==> config.mk <==
export PLATFORM = sky130hd
export DESIGN_NAME = joy_db15_tx_flat
export DESIGN_NICKNAME = d
export VERILOG_FILES = /design/src/rtl/joy_db15_pkg.sv /design/src/rtl/joy_db15_if.sv /design/src/rtl/joy_db15_sync_edge.sv /design/src/rtl/joy_db15_tx.sv /design/src/flat_wrapper.sv
export SDC_FILE = /design/constraint.sdc
export NUM_CORES = 1
export LEC_CHECK = 0
export ABC_CLOCK_PERIOD_IN_PS = 2500
export BUFFER_PORTS_ARGS = -buffer_cell sky130_fd_sc_hd__buf_4
export CORE_AREA = 2 2 76 78
export DETAILED_ROUTE_END_ITERATION = 10
export DIE_AREA = 0 0 78 80
export GPL_TIMING_DRIVEN = 1
export PLACE_DENSITY = 0.78
export REMOVE_ABC_BUFFERS = 1
export SYNTH_ARGS = -nofsm -noshare
export SYNTH_HDL_FRONTEND = slang
export SYNTH_HIERARCHICAL = 1
export SYNTH_SLANG_ARGS = --single-unit
==> constraint.sdc <==
create_clock -name clk -period 2.5 [get_ports clk]
set_clock_uncertainty 0.15 [all_clocks]
set_input_delay 0.25 -clock clk [delete_from_list [all_inputs] [get_ports clk]]
set_output_delay 0.25 -clock clk [all_outputs]
set_load 0.01 [all_outputs]
==> src/rtl/joy_db15_pkg.sv <==
// Shared constants and types for the DB15 joystick link device-side responder.
package joy_db15_pkg;

    localparam int FRAME_BITS_DEF  = 24;
    localparam int PLAYER_BITS_DEF = 12;

    // Button bit positions within each player's word.
    localparam int JB_R      = 0;
    localparam int JB_L      = 1;
    localparam int JB_D      = 2;
    localparam int JB_U      = 3;
    localparam int JB_A      = 4;
    localparam int JB_B      = 5;
    localparam int JB_C      = 6;
    localparam int JB_X      = 7;
    localparam int JB_Y      = 8;
    localparam int JB_Z      = 9;
    localparam int JB_START  = 10;
    localparam int JB_SELECT = 11;

    typedef enum logic {
        LOAD  = 1'b0,
        SHIFT = 1'b1
    } frame_state_t;

endpackage

==> src/rtl/joy_db15_if.sv <==
// DB15 serial joystick link: poller (master) drives load/clock, device (slave) returns data.
interface joy_db15_if;
    // joy_load low = parallel capture, high = shift enabled; each joy_clk rising edge
    // advances one bit; joy_data is active-low and idles high. No flow control exists.
    logic joy_load;
    logic joy_clk;
    logic joy_data;

    modport master (output joy_load, output joy_clk, input joy_data);
    modport slave  (input joy_load, input joy_clk, output joy_data);
endinterface

==> src/rtl/joy_db15_sync_edge.sv <==
// Two-flop synchroniser with a registered edge pulse (rising or falling, by parameter).
module sync_edge #(
    parameter bit RST_VAL     = 1'b0,
    parameter bit DETECT_RISE = 1'b1
) (
    input  logic clk,
    input  logic reset,
    input  logic async_in,
    output logic sync_out,
    output logic edge_pulse
);

    logic [1:0] sq;

    // The pulse is taken across the two stages so it lines up with sync_out changing,
    // which keeps pin-to-action latency at two cycles.
    always_ff @(posedge clk or posedge reset) begin
        if (reset) begin
            sq         <= {2{RST_VAL}};
            edge_pulse <= 1'b0;
        end else begin
            sq         <= {sq[0], async_in};
            edge_pulse <= DETECT_RISE ? (sq[0] & ~sq[1]) : (~sq[0] & sq[1]);
        end
    end

    assign sync_out = sq[1];

endmodule

==> src/rtl/joy_db15_tx.sv <==
// DB15 joystick device-side responder: emulates the adapter's PISO shift-register chain.
module joy_db15_tx
    import joy_db15_pkg::*;
#(
    parameter int FRAME_BITS     = FRAME_BITS_DEF,
    parameter int PLAYER_BITS    = PLAYER_BITS_DEF,
    parameter int TIMEOUT_CYCLES = 1048575
) (
    input  logic                   clk,
    input  logic                   reset,
    joy_db15_if.slave              link,
    input  logic [PLAYER_BITS-1:0] joy1,
    input  logic [PLAYER_BITS-1:0] joy2,
    output logic                   frame_done,
    output logic [4:0]             bit_count,
    output logic                   link_active,
    output frame_state_t           frame_state
);

    localparam logic [4:0]  FB     = 5'(FRAME_BITS);
    localparam logic [4:0]  FB_M1  = 5'(FRAME_BITS - 1);
    localparam logic [19:0] TO     = 20'(TIMEOUT_CYCLES);
    localparam logic [19:0] TO_M1  = 20'(TIMEOUT_CYCLES - 1);

    logic                  load_s;
    logic                  load_fall;
    logic                  clk_s;
    logic                  clk_rise;
    logic [FRAME_BITS-1:0] sr;
    logic                  joy_data_q;
    logic                  loaded;
    logic [19:0]           wd_cnt;

    sync_edge #(.RST_VAL(1'b1), .DETECT_RISE(1'b0)) u_load_sync (
        .clk        (clk),
        .reset      (reset),
        .async_in   (link.joy_load),
        .sync_out   (load_s),
        .edge_pulse (load_fall)
    );

    sync_edge #(.RST_VAL(1'b0), .DETECT_RISE(1'b1)) u_clk_sync (
        .clk        (clk),
        .reset      (reset),
        .async_in   (link.joy_clk),
        .sync_out   (clk_s),
        .edge_pulse (clk_rise)
    );

    // Shifts only count once a frame has been captured since reset, so a joy_clk
    // that is already high when reset releases cannot advance an empty frame.
    always_ff @(posedge clk or posedge reset) begin
        if (reset) begin
            frame_state <= LOAD;
            sr          <= '1;
            joy_data_q  <= 1'b1;
            frame_done  <= 1'b0;
            bit_count   <= '0;
            loaded      <= 1'b0;
        end else begin
            joy_data_q <= sr[0];
            frame_done <= 1'b0;
            if (load_fall) loaded <= 1'b1;
            if (!load_s) begin
                frame_state <= LOAD;
                sr          <= ~{joy2, joy1};
                bit_count   <= '0;
            end else begin
                frame_state <= SHIFT;
                if (clk_rise && loaded) begin
                    sr <= {1'b1, sr[FRAME_BITS-1:1]};
                    if (bit_count != FB) begin
                        bit_count <= bit_count + 5'd1;
                        if (bit_count == FB_M1) frame_done <= 1'b1;
                    end
                end
            end
        end
    end

    always_ff @(posedge clk or posedge reset) begin
        if (reset) begin
            wd_cnt      <= '0;
            link_active <= 1'b0;
        end else if (load_fall) begin
            wd_cnt      <= '0;
            link_active <= 1'b1;
        end else if (wd_cnt != TO) begin
            wd_cnt <= wd_cnt + 20'd1;
            if (wd_cnt == TO_M1) link_active <= 1'b0;
        end
    end

    assign link.joy_data = joy_data_q;

    // clk_s is kept for observability in simulation hierarchies; it drives nothing here.
    logic unused_clk_s;
    assign unused_clk_s = clk_s;

endmodule
==> src/flat_wrapper.sv <==
// flat-port wrapper written by rule: the top's interface ports become plain ports
module joy_db15_tx_flat import joy_db15_pkg::*;
#(
    parameter int FRAME_BITS     = FRAME_BITS_DEF,
    parameter int PLAYER_BITS    = PLAYER_BITS_DEF,
    parameter int TIMEOUT_CYCLES = 1048575
)
  (clk, reset, joy1, joy2, frame_done, bit_count, link_active, frame_state, link_joy_load, link_joy_clk, link_joy_data);
  joy_db15_if link_i ();
  input  logic clk;
  input  logic reset;
  input  logic [PLAYER_BITS-1:0] joy1;
  input  logic [PLAYER_BITS-1:0] joy2;
  output logic frame_done;
  output logic [4:0] bit_count;
  output logic link_active;
  output frame_state_t frame_state;
  input wire logic [$bits(link_i.joy_load)-1:0] link_joy_load;
  input wire logic [$bits(link_i.joy_clk)-1:0] link_joy_clk;
  output wire logic [$bits(link_i.joy_data)-1:0] link_joy_data;
  assign link_i.joy_load = link_joy_load;
  assign link_i.joy_clk = link_joy_clk;
  assign link_joy_data = link_i.joy_data;
  joy_db15_tx #(.FRAME_BITS(FRAME_BITS), .PLAYER_BITS(PLAYER_BITS), .TIMEOUT_CYCLES(TIMEOUT_CYCLES)) u_core (.clk(clk), .reset(reset), .link(link_i), .joy1(joy1), .joy2(joy2), .frame_done(frame_done), .bit_count(bit_count), .link_active(link_active), .frame_state(frame_state));
endmodule
* Word level (Yosys, flattened, before mapping)
Cells that the tools add are included.
Widths: inputs -> output; s select.
** Word-level totals
- Register bits :: 60
- Output and inout port bits :: 9
- Logic and storage cells :: 45
** Cells by class
- Eq/ne operators :: 6
- Bitwise gates (word level) :: 5
- Add/sub/neg operators :: 2
- Mux-type cells :: 15
- Reduce and logical (&&, ||, !) cells :: 5
** Operator list (count)
- $mux 24 :: 2
- $mux 20 :: 2
- $not 24->24 :: 1
- $add 20x1->20 const B :: 1
- $eq 20x20->1 const B :: 1
- $ne 20x20->1 const B :: 1
- $mux 5 :: 3
- $mux 1 :: 8
- $add 5x1->5 const B :: 1
- $eq 5x5->1 const B :: 1
- $ne 5x5->1 const B :: 1
- $ne 2x1->1 const B :: 2
- $reduce_and 2->1 :: 2
- $reduce_bool 2->1 :: 2
- $and 1x1->1 :: 2
- $not 1->1 :: 2
- $logic_and 1x1->1 :: 1

* Depth between registers and ports, before layout
Gate-level depths: netlist (run 1).
- Word-level depth :: 5
- Depth in mapped cells :: 7
- Depth with buffers taken out :: 6

* By module
Netlist (run 1), hierarchy kept.
** By module, submodules not included
- joy_db15_tx :: times used 1, area an instance 2879.0 um2, sequential area each 1382.6 um2, cells each 256
- sync_edge at u_core.u_load_sync :: times used 1, area an instance 95.1 um2, sequential area each 77.6 um2, cells each 5
- sync_edge at u_core.u_clk_sync :: times used 1, area an instance 92.6 um2, sequential area each 75.1 um2, cells each 5

* Worst setup path after synthesis (run 1)
Ideal clock, no wire load.
- Kind :: flip-flop to flip-flop
- Start :: register u_core.wd_cnt[0]
- End :: register u_core.wd_cnt[17]
- Data required time :: 2.225 ns
- Library setup time :: 0.125 ns
- Path slack :: 0.543 ns
- Arrival time :: 1.682 ns
- Cell stages (with the launch flop) :: 6
- Period minus slack after synthesis :: 1.957 ns
- Path through :: dfrtp_1 -> ha_1 -> and2_1 -> buf_4 -> a2111oi_0 -> mux2_2
** On the way
- Cells in the longest elaborated chain, start to end :: 3
- Elaborated cells on any way between the ends :: 5
- Those cells by class :: 1 x add/sub; 1 x eq/ne; 2 x mux; 1 x reduce/logical
** Ends and longest elaborated chain
- from (decl) :: line joy_db15_tx.sv:32 : logic [19:0] wd_cnt;
- from (signal assigned) :: line joy_db15_tx.sv:89 : wd_cnt <= wd_cnt + 20'd1;
- $add 20x1->20 :: line joy_db15_tx.sv:89
- $mux 20 :: line joy_db15_tx.sv:88 : end else if (wd_cnt != TO) begin
- $mux 20 :: line joy_db15_tx.sv:85 : end else if (load_fall) begin
Parallel ways exist; a longest one is shown, timed or not. The select of a mux whose other input is x is not followed.
A chain may end at the register's enable or synchronous reset.

* Worst setup path after layout (run 1)
- Start :: register u_core.wd_cnt[0]
- End :: register u_core.wd_cnt[18]
The elaborated chain is that of the path after synthesis.

==> metrics.md, run 1 <==
| Metric | Value |
|---|---|
| Relative slew slack | `32.7%` |
| Asr flop ratio synth | `100%` |
| Worst Tran Pin Value | `1010 ps` |
| Dpl hpwl | `3.46 mm` |
| Commonest non-fill, non-tap cell in the layout | `mux2i_1` |
| Final max-slew violation count | `0` |
| Synth warn | `6` |
| Synth Area in Simple Gates | `17.7%` |
| H-tree depth | `3` |
| Clk_lat worst skew | `330 ps` |
| EDFF count, synth | `0` |
| Mapped Avg Cell Area | `11.5 µm²` |
| Fin. Hold Viols | `0` |
| Fraction of layout cells with a size suffix above 1 | `31.7%` |
| Main combinational cell family by area after synthesis | `multiplexers` |
| Avg WL per Cell | `13.8 µm` |
| Root Driver | `clkbuf_8` |
| Crit-path max FO | `11` |
| Slowest CP cell | `dfrtp_1` |
| Antenna diodes | `0` |
| FF-to-FF path depth | `5` |
| Final min period | `2280 ps` |
| CTS tree | `built` |
| Pin count of the biggest net entering global routing | `55` |
| Worst flop-to-flop path endpoint | `u_core/wd_cnt[18]$_DFFE_PP0P_` |
| Initial Utilization | `56.7%` |
| CP Capture Point | `u_core/wd_cnt[18]$_DFFE_PP0P_` |
| Input/output buffers | `36` |
| Area delta synth->final | `24.8%` |
| Vias per cell | `5.33` |
| Total chip power | `2.29 mW` |
| Core area | `5410 µm²` |
| Remaining global-route overflow | `0` |
| Maximum clock rate | `438 MHz` |
| Most frequent cells in the layout | `mux2i_1, buf_4, dfrtp_1, dlygate4sd3_1, dfstp_2` |
| Nets | `361` |
| Routability cong. | `0.844` |
| Chip height | `80 µm` |
| Die ar. | `6240 µm²` |
| Register area share after synthesis | `50.1%` |
| WP buf/inv | `0` |
| Setup-failing EPs final | `0` |
| Netlist Area Pre-Place | `3070 µm²` |
| Mapped Cells | `266` |
| Crit. path cell count | `5` |
| Synth Area in Compound Gates | `6.12%` |
| Crit. End Element | `flip-flop` |
| Drt total wl | `5.60 mm` |
| Final ANT Viol Nets | `0` |
| Max clock buf depth | `2` |
| Post-synthesis cell type count | `45` |
| Worst Setup Start Kind | `flip-flop` |
| Critical path, cell by cell | `ha_1 -> and2_1 -> nand3_2 -> nor4b_1 -> mux2_2` |
| Status | `finished, final reports clean` |
| Maximum vdd drop | `0.629 mV` |
| Min-delay worst type | `in2async` |
| Multiplexer share of the synthesized area | `19.7%` |
| Cell family with most CP delay | `simple AND/OR/NAND/NOR gates` |
| Rows | `27` |
| Via Count | `2164` |
| Initial antenna violation count | `0` |
| First-pass GRT wire length | `9.76 mm` |
| RSZ-0062 raised after global routing | `no` |
| All-Layer GR Usage | `20.3%` |
| Top-Level Pins | `37` |
| Iteration-0 DRC Markers | `179` |
| Max stage delay on crit path | `420 ps` |
| Drt pass-1 iters | `4` |
| R2r startpoint | `u_core/wd_cnt[0]$_DFFE_PP0P_` |
| Leakage Power | `1.77 nW` |
| # resized after CTS | `0` |
| Vias in the first global route | `2174` |
| Setup TNS | `0 ps` |
| Final period util | `91.2%` |
| WP data required | `2560 ps` |
| Xor-xnor portion of the synthesized cell area | `1.14%` |
| CTS clk-pin slew, worst paths | `60 ps` |
| Die width | `78 µm` |
| CTS Buf Count | `9` |
| Worst reg2reg setup slack | `220 ps` |
| FF+latch count, synth | `60` |
| Worst path arrival time | `2340 ps` |
| Synth Flop Type | `dfrtp_1` |
| P per Cell Area | `598 nW/µm²` |
| Remaining DRCs | `0` |
| WS Path Type | `reg2reg` |
| CTS sink count | `60` |
| Post-synthesis adder-cell area fraction | `1.63%` |
| Crit path from | `u_core/wd_cnt[0]$_DFFE_PP0P_` |
| Max-cap check violation count | `0` |
-- state kept, by name (all words and copies together) (netlist names), 2 cells and up --
register and count:
u_core/u_load_sync/sq 2, u_core/wd_cnt 20, u_core/bit_count 5, u_core/sr 24
u_core/u_clk_sync/sq 2
-- tightest hold or removal path: stages --
cell,delay (ps)
dlygate4sd3_1,540
buf_4,140
inv_1,100
-- kinds of logic after synthesis --
family,after synthesis
DFF,60
adders and majority gates,4
xor gates and xnor gates,4
and+or+nand+nor,90
buffers and inverters,21
muxes,59
AOI/OAI and AO/OA,28
-- power breakdown --
| part | internal [mW] | switching [mW] | total [mW] |
|---|---|---|---|
| Clock | 0.488 | 0.345 | 0.833 |
| Combinational | 0.164 | 0.114 | 0.279 |
| Sequential | 1.09 | 0.0821 | 1.18 |
| Total | 1.75 | 0.542 | 2.29 |
-- worst min-delay path by stage --
stage,startpoint,endpoint,slack [ps]
detailed placement,reset,u_core/u_load_sync/edge_pulse$_DFF_PP0_,-4
global route,reset,u_core/u_load_sync/edge_pulse$_DFF_PP0_,210
floorplan,reset,u_core/u_load_sync/edge_pulse$_DFF_PP0_,-150
CTS,reset,u_core/u_load_sync/edge_pulse$_DFF_PP0_,190
finish,reset,u_core/u_load_sync/edge_pulse$_DFF_PP0_,220
global placement,reset,u_core/u_load_sync/edge_pulse$_DFF_PP0_,-7
-- cell usage after synthesis, drive strengths merged, types with 2 or more instances --
library cell | number | area share, %
dfstp | 27 | 23
ha | 4 | 1.6
and2 | 7 | 1.5
mux2i | 47 | 15
nor2b | 15 | 3.5
a21o | 3 | 0.82
nand3 | 14 | 2.6
inv | 6 | 0.73
xnor2 | 4 | 1.1
o21ai | 2 | 0.33
a21oi | 12 | 2.0
a211oi | 2 | 0.49
mux2 | 12 | 4.4
nor3 | 2 | 0.33
nand2 | 15 | 1.8
nand4 | 7 | 1.9
dfrtp | 33 | 27
o31ai | 3 | 0.73
clkbuf | 8 | 0.98
and3 | 4 | 0.82
a2111oi | 4 | 1.3
nor4b | 2 | 1.1
or4 | 2 | 0.49
buf | 7 | 1.9
or3 | 2 | 0.45
nor2 | 15 | 1.8
-- layout make-up --
class	instances	area [µm²]
clock buffers	14	153
well taps	72	90.1
fillers	394	1580
repair buffers	67	571
inverters	6	22.5
multi-input cells	185	1420
flip-flops and latches	60	1540
clock inverters	2	35.0
-- timing repair --
| action | 4_1_cts | 5_1_grt |
|---|---|---|
| hold endpoints to repair | 61 | 0 |
| setup buffers | 0 | 0 |
| hold buffers | 27 | 0 |
-- through the flow --
stage | instance area, µm² | utilization [%] | hold slack [ps] | setup WS (ps) | cells
after global placement | 3370 | 62.3 | -6.71 | 300 | 363
after global routing | 3830 | 70.8 | 206 | 33.9 | 406
after floorplan | 2980 | - | -148 | 423 | 251
after detailed placement | 3370 | 62.3 | -4.17 | 251 | 363
final | 3830 | 70.8 | 216 | 219 | 406
after CTS | 3830 | 70.8 | 193 | 231 | 406
-- metal layers --
layer	global-route usage, %	share of wire (%)	wire length, µm	vias up
met1	26.9	46	2580	1037
met2	32.3	50	2770	50
met5	0	0	0	-
met4	9.30	0.95	53	0
met3	4.19	3.5	196	6
li1	-	-	-	1071
Note: power is estimated with default switching activity, not from simulation.
==> run 2: changes to the inputs <==
Settings changed: CELL_PAD_IN_SITES_DETAIL_PLACEMENT set to 1, CELL_PAD_IN_SITES_GLOBAL_PLACEMENT set to 1, CORE_AREA 2 2 76 78 to 2 2 85 87, DIE_AREA 0 0 78 80 to 0 0 87 89, PLACE_DENSITY 0.78 to 0.84.
==> run 2 against run 1 <==
Effect of this change:
- setup slack worse by 57 ps
- cell area is 0.16% lower
- final cell count is 2.2% higher
- global-route usage is 0.33 points higher
- utilization is 14 points lower
- count of clock-buffer cells in the layout is 1 lower
- register-to-register slack worse by 60 ps
- non-clock buffer count is 1 higher
- highest routed layer unchanged
==> metrics.md, run 2 (synthesis results as in run 1) <==
| Metric | Value |
|---|---|
| Setup WS pre-CTS | `193 ps (-57.6 ps)` |
| Largest register FFs | `24 (unchanged)` |
| Routability cong. | `0.819 (-2.9%)` |
| Antenna diodes | `0 (unchanged)` |
| Net switching power figure | `0.594 mW (+9.7%)` |
| Remaining DRCs | `0 (unchanged)` |
| Initial antenna violation count | `0 (unchanged)` |
| Logic gate share of total power | `13.7% (+1.5 points)` |
| Input/output buffers | `36 (unchanged)` |
| Die ar. | `7740 µm² (+24%)` |
| Int Pwr | `1.64 mW (-6.0%)` |
| Final period util | `93.5% (+2.3 points)` |
| Setup-failing EPs final | `0 (unchanged)` |
| Setup TNS | `0 ps (unchanged)` |
| Drt pass-1 iters | `4 (unchanged)` |
| Placed standard-cell area | `3390 µm² (+0.52%)` |
| Final min period | `2340 ps (+56.8 ps)` |
| Root Driver | `clkbuf_8` |
| RSZ-0062 raised after global routing | `no` |
| Status | `finished, final reports clean` |
| Iteration-0 DRC Markers | `81 (-55%)` |
| Area delta synth->final | `24.6%` |
| Worst Tran Pin Value | `1130 ps (+116 ps)` |
| WS Path Type | `reg2reg` |
| P per Cell Area | `585 nW/µm² (-2.1%)` |
| Crit-path max FO | `11 (unchanged)` |
| Top-Level Pins | `37 (unchanged)` |
| Avg WL per Cell | `17.4 µm (+26%)` |
| Register area | `1540 µm² (unchanged)` |
| Multi-input gate area | `1420 µm² (unchanged)` |
| Max-cap check violation count | `0 (unchanged)` |
| Most frequent cells in the layout | `mux2i_1, buf_4, dfrtp_1, dlygate4sd3_1, dfstp_2` |
| Final ANT Viol Nets | `0 (unchanged)` |
| Fin. Hold Viols | `0 (unchanged)` |
| Maximum clock rate | `428 MHz (-2.4%)` |
| Crit. End Element | `flip-flop` |
| Clk pwr share | `33.8% (-2.6 points)` |
| Fin area | `3820 µm² (-0.16%)` |
| Non-filler cells, final | `415 (+2.2%)` |
| CTS Buf Count | `9 (unchanged)` |
| Initial Utilization | `45.6% (-11 points)` |
| Placed Instances | `372 (+2.5%)` |
| Min-delay worst type | `in2async` |
| Chip height | `89 µm (+11%)` |
| Fraction of layout cells with a size suffix above 1 | `32.2% (+0.50 points)` |
| Total chip power | `2.24 mW (-2.3%)` |
| Worst reg2reg setup slack | `160 ps (-60 ps)` |
| Nets | `362 (+0.28%)` |
| Largest Register | `u_core/sr` |
| Hold Slack | `203 ps (-12.2 ps)` |
| WP data required | `2570 ps (about the same)` |
| Relative slew slack | `25.0% (-7.7 points)` |
| Clk_lat worst skew | `340 ps (about the same)` |
| Dpl hpwl | `4.50 mm (+30%)` |
| Worst setup margin | `162 ps (-56.8 ps)` |
| Core area | `6720 µm² (+24%)` |
| H-tree depth | `3 (unchanged)` |
| Commonest non-fill, non-tap cell in the layout | `mux2i_1` |
| Vias in the first global route | `2459 (+13%)` |
| First-pass GRT wire length | `12.0 mm (+23%)` |
| CTS tree | `built` |
| CTS sink count | `60 (unchanged)` |
| # resized after CTS | `0 (unchanged)` |
| Maximum vdd drop | `0.261 mV (-59%)` |
| Largest regs | `u_core/sr: 24 flops, u_core/wd_cnt: 20 flops, u_core/bit_count: 5 flops` |
| Rows | `30 (+11%)` |
| Via Count | `2270 (+4.9%)` |
| Die width | `87 µm (+12%)` |
| Pin count of the biggest net entering global routing | `55 (unchanged)` |
| Final Util | `56.9% (-14 points)` |
| Seq pwr share | `52.5% (+1.1 points)` |
| Final max-slew violation count | `0 (unchanged)` |
| CTS clk-pin slew, worst paths | `60 ps (about the same)` |
| Vias per cell | `5.47 (+2.6%)` |
| Sw frac | `26.6% (+2.9 points)` |
| Remaining global-route overflow | `0 (unchanged)` |
| Leakage Power | `1.77 nW (-0.15%)` |
| All-Layer GR Usage | `20.6% (+0.33 points)` |
| Worst Setup Start Kind | `flip-flop` |
| Filler cell count | `703 (+78%)` |
| Drt total wl | `7.22 mm (+29%)` |
| Worst path arrival time | `2410 ps (+70 ps)` |
| Max clock buf depth | `2 (unchanged)` |
run 2: cell count changes in the layout (fill, tap and decap cells not counted), sizes merged:
cell and delta:
clkbuf -1, buf +1, bufinv -1, clkinv +2
run 2: power by group through the flow:
stage / registers (mW) / logic (mW) / clock network [mW]
after global placement: 1.18 / 0.250 / 0
after detailed placement: 1.19 / 0.269 / 0
after floorplan: 1.17 / 0.172 / 0
after CTS: 1.17 / 0.305 / 0.779
after global routing: 1.19 / 0.341 / 0.817
final: 1.17 / 0.306 / 0.757
run 2: worst max-delay path, stage by stage (launching register included):
cell and delay (ps):
dfrtp_1 420, ha_1 210, and2_1 380, nand3_2 260, nor4b_1 400, mux2_2 380
run 2: layout make-up:
class,instances,area share (%)
Sequential cell,60,40.2
Multi-Input combinational cell,185,37.2
Timing Repair Buffer,68,15.1
Clock buffer,13,3.90
Tap cell,80,2.62
Inverter,6,0.589
Clock inverter,3,0.393
run 2: worst paths after layout:
path                                               from                                       to  cells after the start
min reg2reg                    u_core/sr[0]$_DFFE_PP1P_           u_core/link.joy_data$_DFF_PP1_                      0
min in group clk               u_core/sr[0]$_DFFE_PP1P_           u_core/link.joy_data$_DFF_PP1_                      0
min                                               reset  u_core/u_load_sync/edge_pulse$_DFF_PP0_                      3
max in group asynchronous                         reset            u_core/wd_cnt[17]$_DFFE_PP0P_                      4
max                        u_core/wd_cnt[0]$_DFFE_PP0P_            u_core/wd_cnt[18]$_DFFE_PP0P_                      5
max reg2reg                u_core/wd_cnt[0]$_DFFE_PP0P_            u_core/wd_cnt[18]$_DFFE_PP0P_                      5
run 2: per-layer routing:
metal	vias to the layer above	wire length [µm]	GRT usage (%)
met5	-	0	0
met4	0	109	7.67
met3	12	232	4.25
met2	37	3800	37.4
met1	1152	3080	24.1
li1	1069	-	-
run 2: repair_timing:
item,in CTS,in global routing
setup buffers,0,0
hold buffers,27,0
endpoints found under the hold margin,61,0
==> run 3: changes to the inputs <==
==> constraint.sdc (replaced) <==
create_clock -name clk -period 2.5 [get_ports clk]
set_clock_uncertainty 0.15 [all_clocks]
set_input_delay 0.375 -clock clk [delete_from_list [all_inputs] [get_ports clk]]
set_output_delay 0.375 -clock clk [all_outputs]
set_load 0.01 [all_outputs]
==> run 3 against run 2 <==
Effect of this change:
- critical path depth stayed put
- non-clock buffer count is 24 lower
- maximum frequency rose by 1.4%
- clock power up 20%
- via count down 4.4%
- largest power group unchanged
==> metrics.md, run 3 (synthesis results as in run 1) <==
| Metric | Value |
|---|---|
| Core area | `6720 µm² (unchanged)` |
| Top Usage Layer GRT | `met2` |
| Drt total wl | `6.68 mm (-7.5%)` |
| Crit-path max FO | `11 (unchanged)` |
| RSZ-0062 raised after global routing | `no` |
| Status | `finished, final reports clean` |
| Maximum clock rate | `434 MHz (+1.4%)` |
| Top-Level Pins | `37 (unchanged)` |
| Worst Tran Pin Value | `1140 ps (+10.8 ps)` |
| CTS tree | `built` |
| Critical path, cell by cell | `ha_1 -> and2_1 -> nand3_2 -> nor4b_1 -> mux2_2` |
| Die ar. | `7740 µm² (unchanged)` |
| Commonest non-fill, non-tap cell in the layout | `mux2i_1` |
| Worst path arrival time | `2380 ps (-30 ps)` |
| Worst Hold End | `u_core/sr[10]$_DFFE_PP1P_` |
| Leakage Power | `1.69 nW (-4.4%)` |
| Slowest CP cell | `dfrtp_1` |
| WP data required | `2570 ps (about the same)` |
| WP buf/inv | `0 (unchanged)` |
| Rows | `30 (unchanged)` |
| P per Cell Area | `646 nW/µm² (+10%)` |
| First-pass GRT wire length | `11.1 mm (-8.1%)` |
| H-tree depth | `3 (unchanged)` |
| Via Count | `2170 (-4.4%)` |
| Chip height | `89 µm (unchanged)` |
| Antenna diodes | `0 (unchanged)` |
| Final min period | `2310 ps (-32.0 ps)` |
| Worst flop-to-flop path endpoint | `u_core/wd_cnt[18]$_DFFE_PP0P_` |
| Dpl hpwl | `4.43 mm (-1.7%)` |
| Most frequent cells in the layout | `mux2i_1, buf_4, dfrtp_1, dfstp_2` |
| Setup-failing EPs final | `0 (unchanged)` |
| Final period util | `92.2% (-1.3 points)` |
| Worst reg2reg setup slack | `190 ps (+30 ps)` |
| Crit. path cell count | `5 (unchanged)` |
| Crit. End Element | `flip-flop` |
| Largest register FFs | `24 (unchanged)` |
| Vias per cell | `5.55 (+1.5%)` |
| Net switching power figure | `0.584 mW (-1.7%)` |
| Avg WL per Cell | `17.1 µm (-1.9%)` |
| Crit path from | `u_core/wd_cnt[0]$_DFFE_PP0P_` |
| FF-to-FF path depth | `5 (unchanged)` |
| Cell family with most CP delay | `simple AND/OR/NAND/NOR gates` |
| Final max-slew violation count | `0 (unchanged)` |
| Pin count of the biggest net entering global routing | `36 (-35%)` |
| Max stage delay on crit path | `420 ps (about the same)` |
| Initial Utilization | `45.6% (unchanged)` |
| Logic gate share of total power | `10.9% (-2.8 points)` |
| WS Path Type | `reg2reg` |
| Root Driver | `clkbuf_8` |
| Iteration-0 DRC Markers | `65 (-20%)` |
| Maximum vdd drop | `0.302 mV (+16%)` |
| Int Pwr | `1.76 mW (+7.4%)` |
| Max-cap check violation count | `0 (unchanged)` |
| Clk_lat worst skew | `330 ps (about the same)` |
| Seq pwr share | `50.4% (-2.1 points)` |
| Final ANT Viol Nets | `0 (unchanged)` |
| Initial antenna violation count | `0 (unchanged)` |
| Clk pwr share | `38.7% (+4.9 points)` |
| # resized after CTS | `0 (unchanged)` |
| GR Util met1 | `22.4% (-1.7 points)` |
| Total chip power | `2.35 mW (+4.9%)` |
| CTS clk-pin slew, worst paths | `70 ps (about the same)` |
| Input/output buffers | `36 (unchanged)` |
| Routability cong. | `0.835 (+2.0%)` |
| R2r startpoint | `u_core/wd_cnt[0]$_DFFE_PP0P_` |
| Remaining global-route overflow | `0 (unchanged)` |
| CTS Hold Buffers Added | `3 (-89%)` |
| Nets | `338 (-6.6%)` |
| All-Layer GR Usage | `18.3% (-2.4 points)` |
| Largest Register | `u_core/sr` |
| Max clock buf depth | `2 (unchanged)` |
| Worst Setup Start Kind | `flip-flop` |
| Hold Startpoint | `joy1[10]` |
| Relative slew slack | `24.2% (-0.72 points)` |
| CTS sink count | `60 (unchanged)` |
| Vias in the first global route | `2342 (-4.8%)` |
| Remaining DRCs | `0 (unchanged)` |
| Sw frac | `24.9% (-1.7 points)` |
| Setup TNS | `0 ps (unchanged)` |
| Area delta synth->final | `18.5%` |
| Setup WS pre-CTS | `202 ps (+9.14 ps)` |
| CTS Buf Count | `9 (unchanged)` |
| Min-Delay Path Depth | `2` |
| Drt pass-1 iters | `4 (unchanged)` |
| Fin. Hold Viols | `0 (unchanged)` |
| Grt met2 use | `32.5% (-4.9 points)` |
| Fraction of layout cells with a size suffix above 1 | `35.7% (+3.5 points)` |
| Die width | `87 µm (unchanged)` |
| M3 GR Usage | `3.32% (-0.92 points)` |
| Min-delay worst type | `in2reg` |
| Largest regs | `u_core/sr: 24 flops, u_core/wd_cnt: 20 flops, u_core/bit_count: 5 flops` |
| Worst setup margin | `194 ps (+32.0 ps)` |
| Post-CTS Setup Inserts | `0 (unchanged)` |
-- run 3: changes by cell type in the layout (fill, tap and decap cells not counted) --
cell / delta
clkbuf_8: +3
clkbuf_1: -3
clkinvlp_4: +1
dlygate4sd3_1: -24
clkinv_2: -2
clkbuf_16: +1
-- run 3: power by group through the flow --
stage          sequential, mW  combinational (mW)  clock, mW
2_1_floorplan            1.17               0.172          0
3_3_place_gp             1.19               0.240          0
3_5_place_dp             1.20               0.254          0
4_1_cts                  1.18               0.262      0.929
5_1_grt                  1.19               0.287      0.972
6_report                 1.18               0.256      0.908
-- run 3: stage by stage --
step                instances  util, %  instance area (µm²)  hold WS [ps]
finish                    391     54.1                 3630          21.2
global route              391     54.1                 3630          9.13
CTS                       391     54.1                 3630          6.28
detailed placement        372     50.4                 3390           120
global placement          372     50.4                 3390           116
floorplan                 251        -                 2980         -22.8
-- run 3: worst max-delay path by stage --
stage                     slack (ps)                       endpoint
after detailed placement         200  u_core/wd_cnt[18]$_DFFE_PP0P_
after floorplan                  420  u_core/wd_cnt[15]$_DFFE_PP0P_
after global placement           270  u_core/wd_cnt[18]$_DFFE_PP0P_
final                            190  u_core/wd_cnt[18]$_DFFE_PP0P_
after CTS                        190  u_core/wd_cnt[18]$_DFFE_PP0P_
after global routing              10  u_core/wd_cnt[18]$_DFFE_PP0P_
-- run 3: cell type report --
cell class	instances	area, µm²
Fill cell	718	3090
Timing Repair Buffer	44	338
Inverter	6	22.5
Tap cell	80	100
Clock buffer	14	204
Clock inverter	2	12.5
Multi-Input combinational cell	185	1420
Sequential cell	60	1540
-- run 3: per-layer routing --
metal / routed length (µm) / up-vias / share of wire (%)
met4: 78 / 0 / 1.2
met3: 223 / 9 / 3.3
met1: 2980 / 1105 / 45
met5: 0 / - / 0
met2: 3400 / 36 / 51
li1: - / 1020 / -
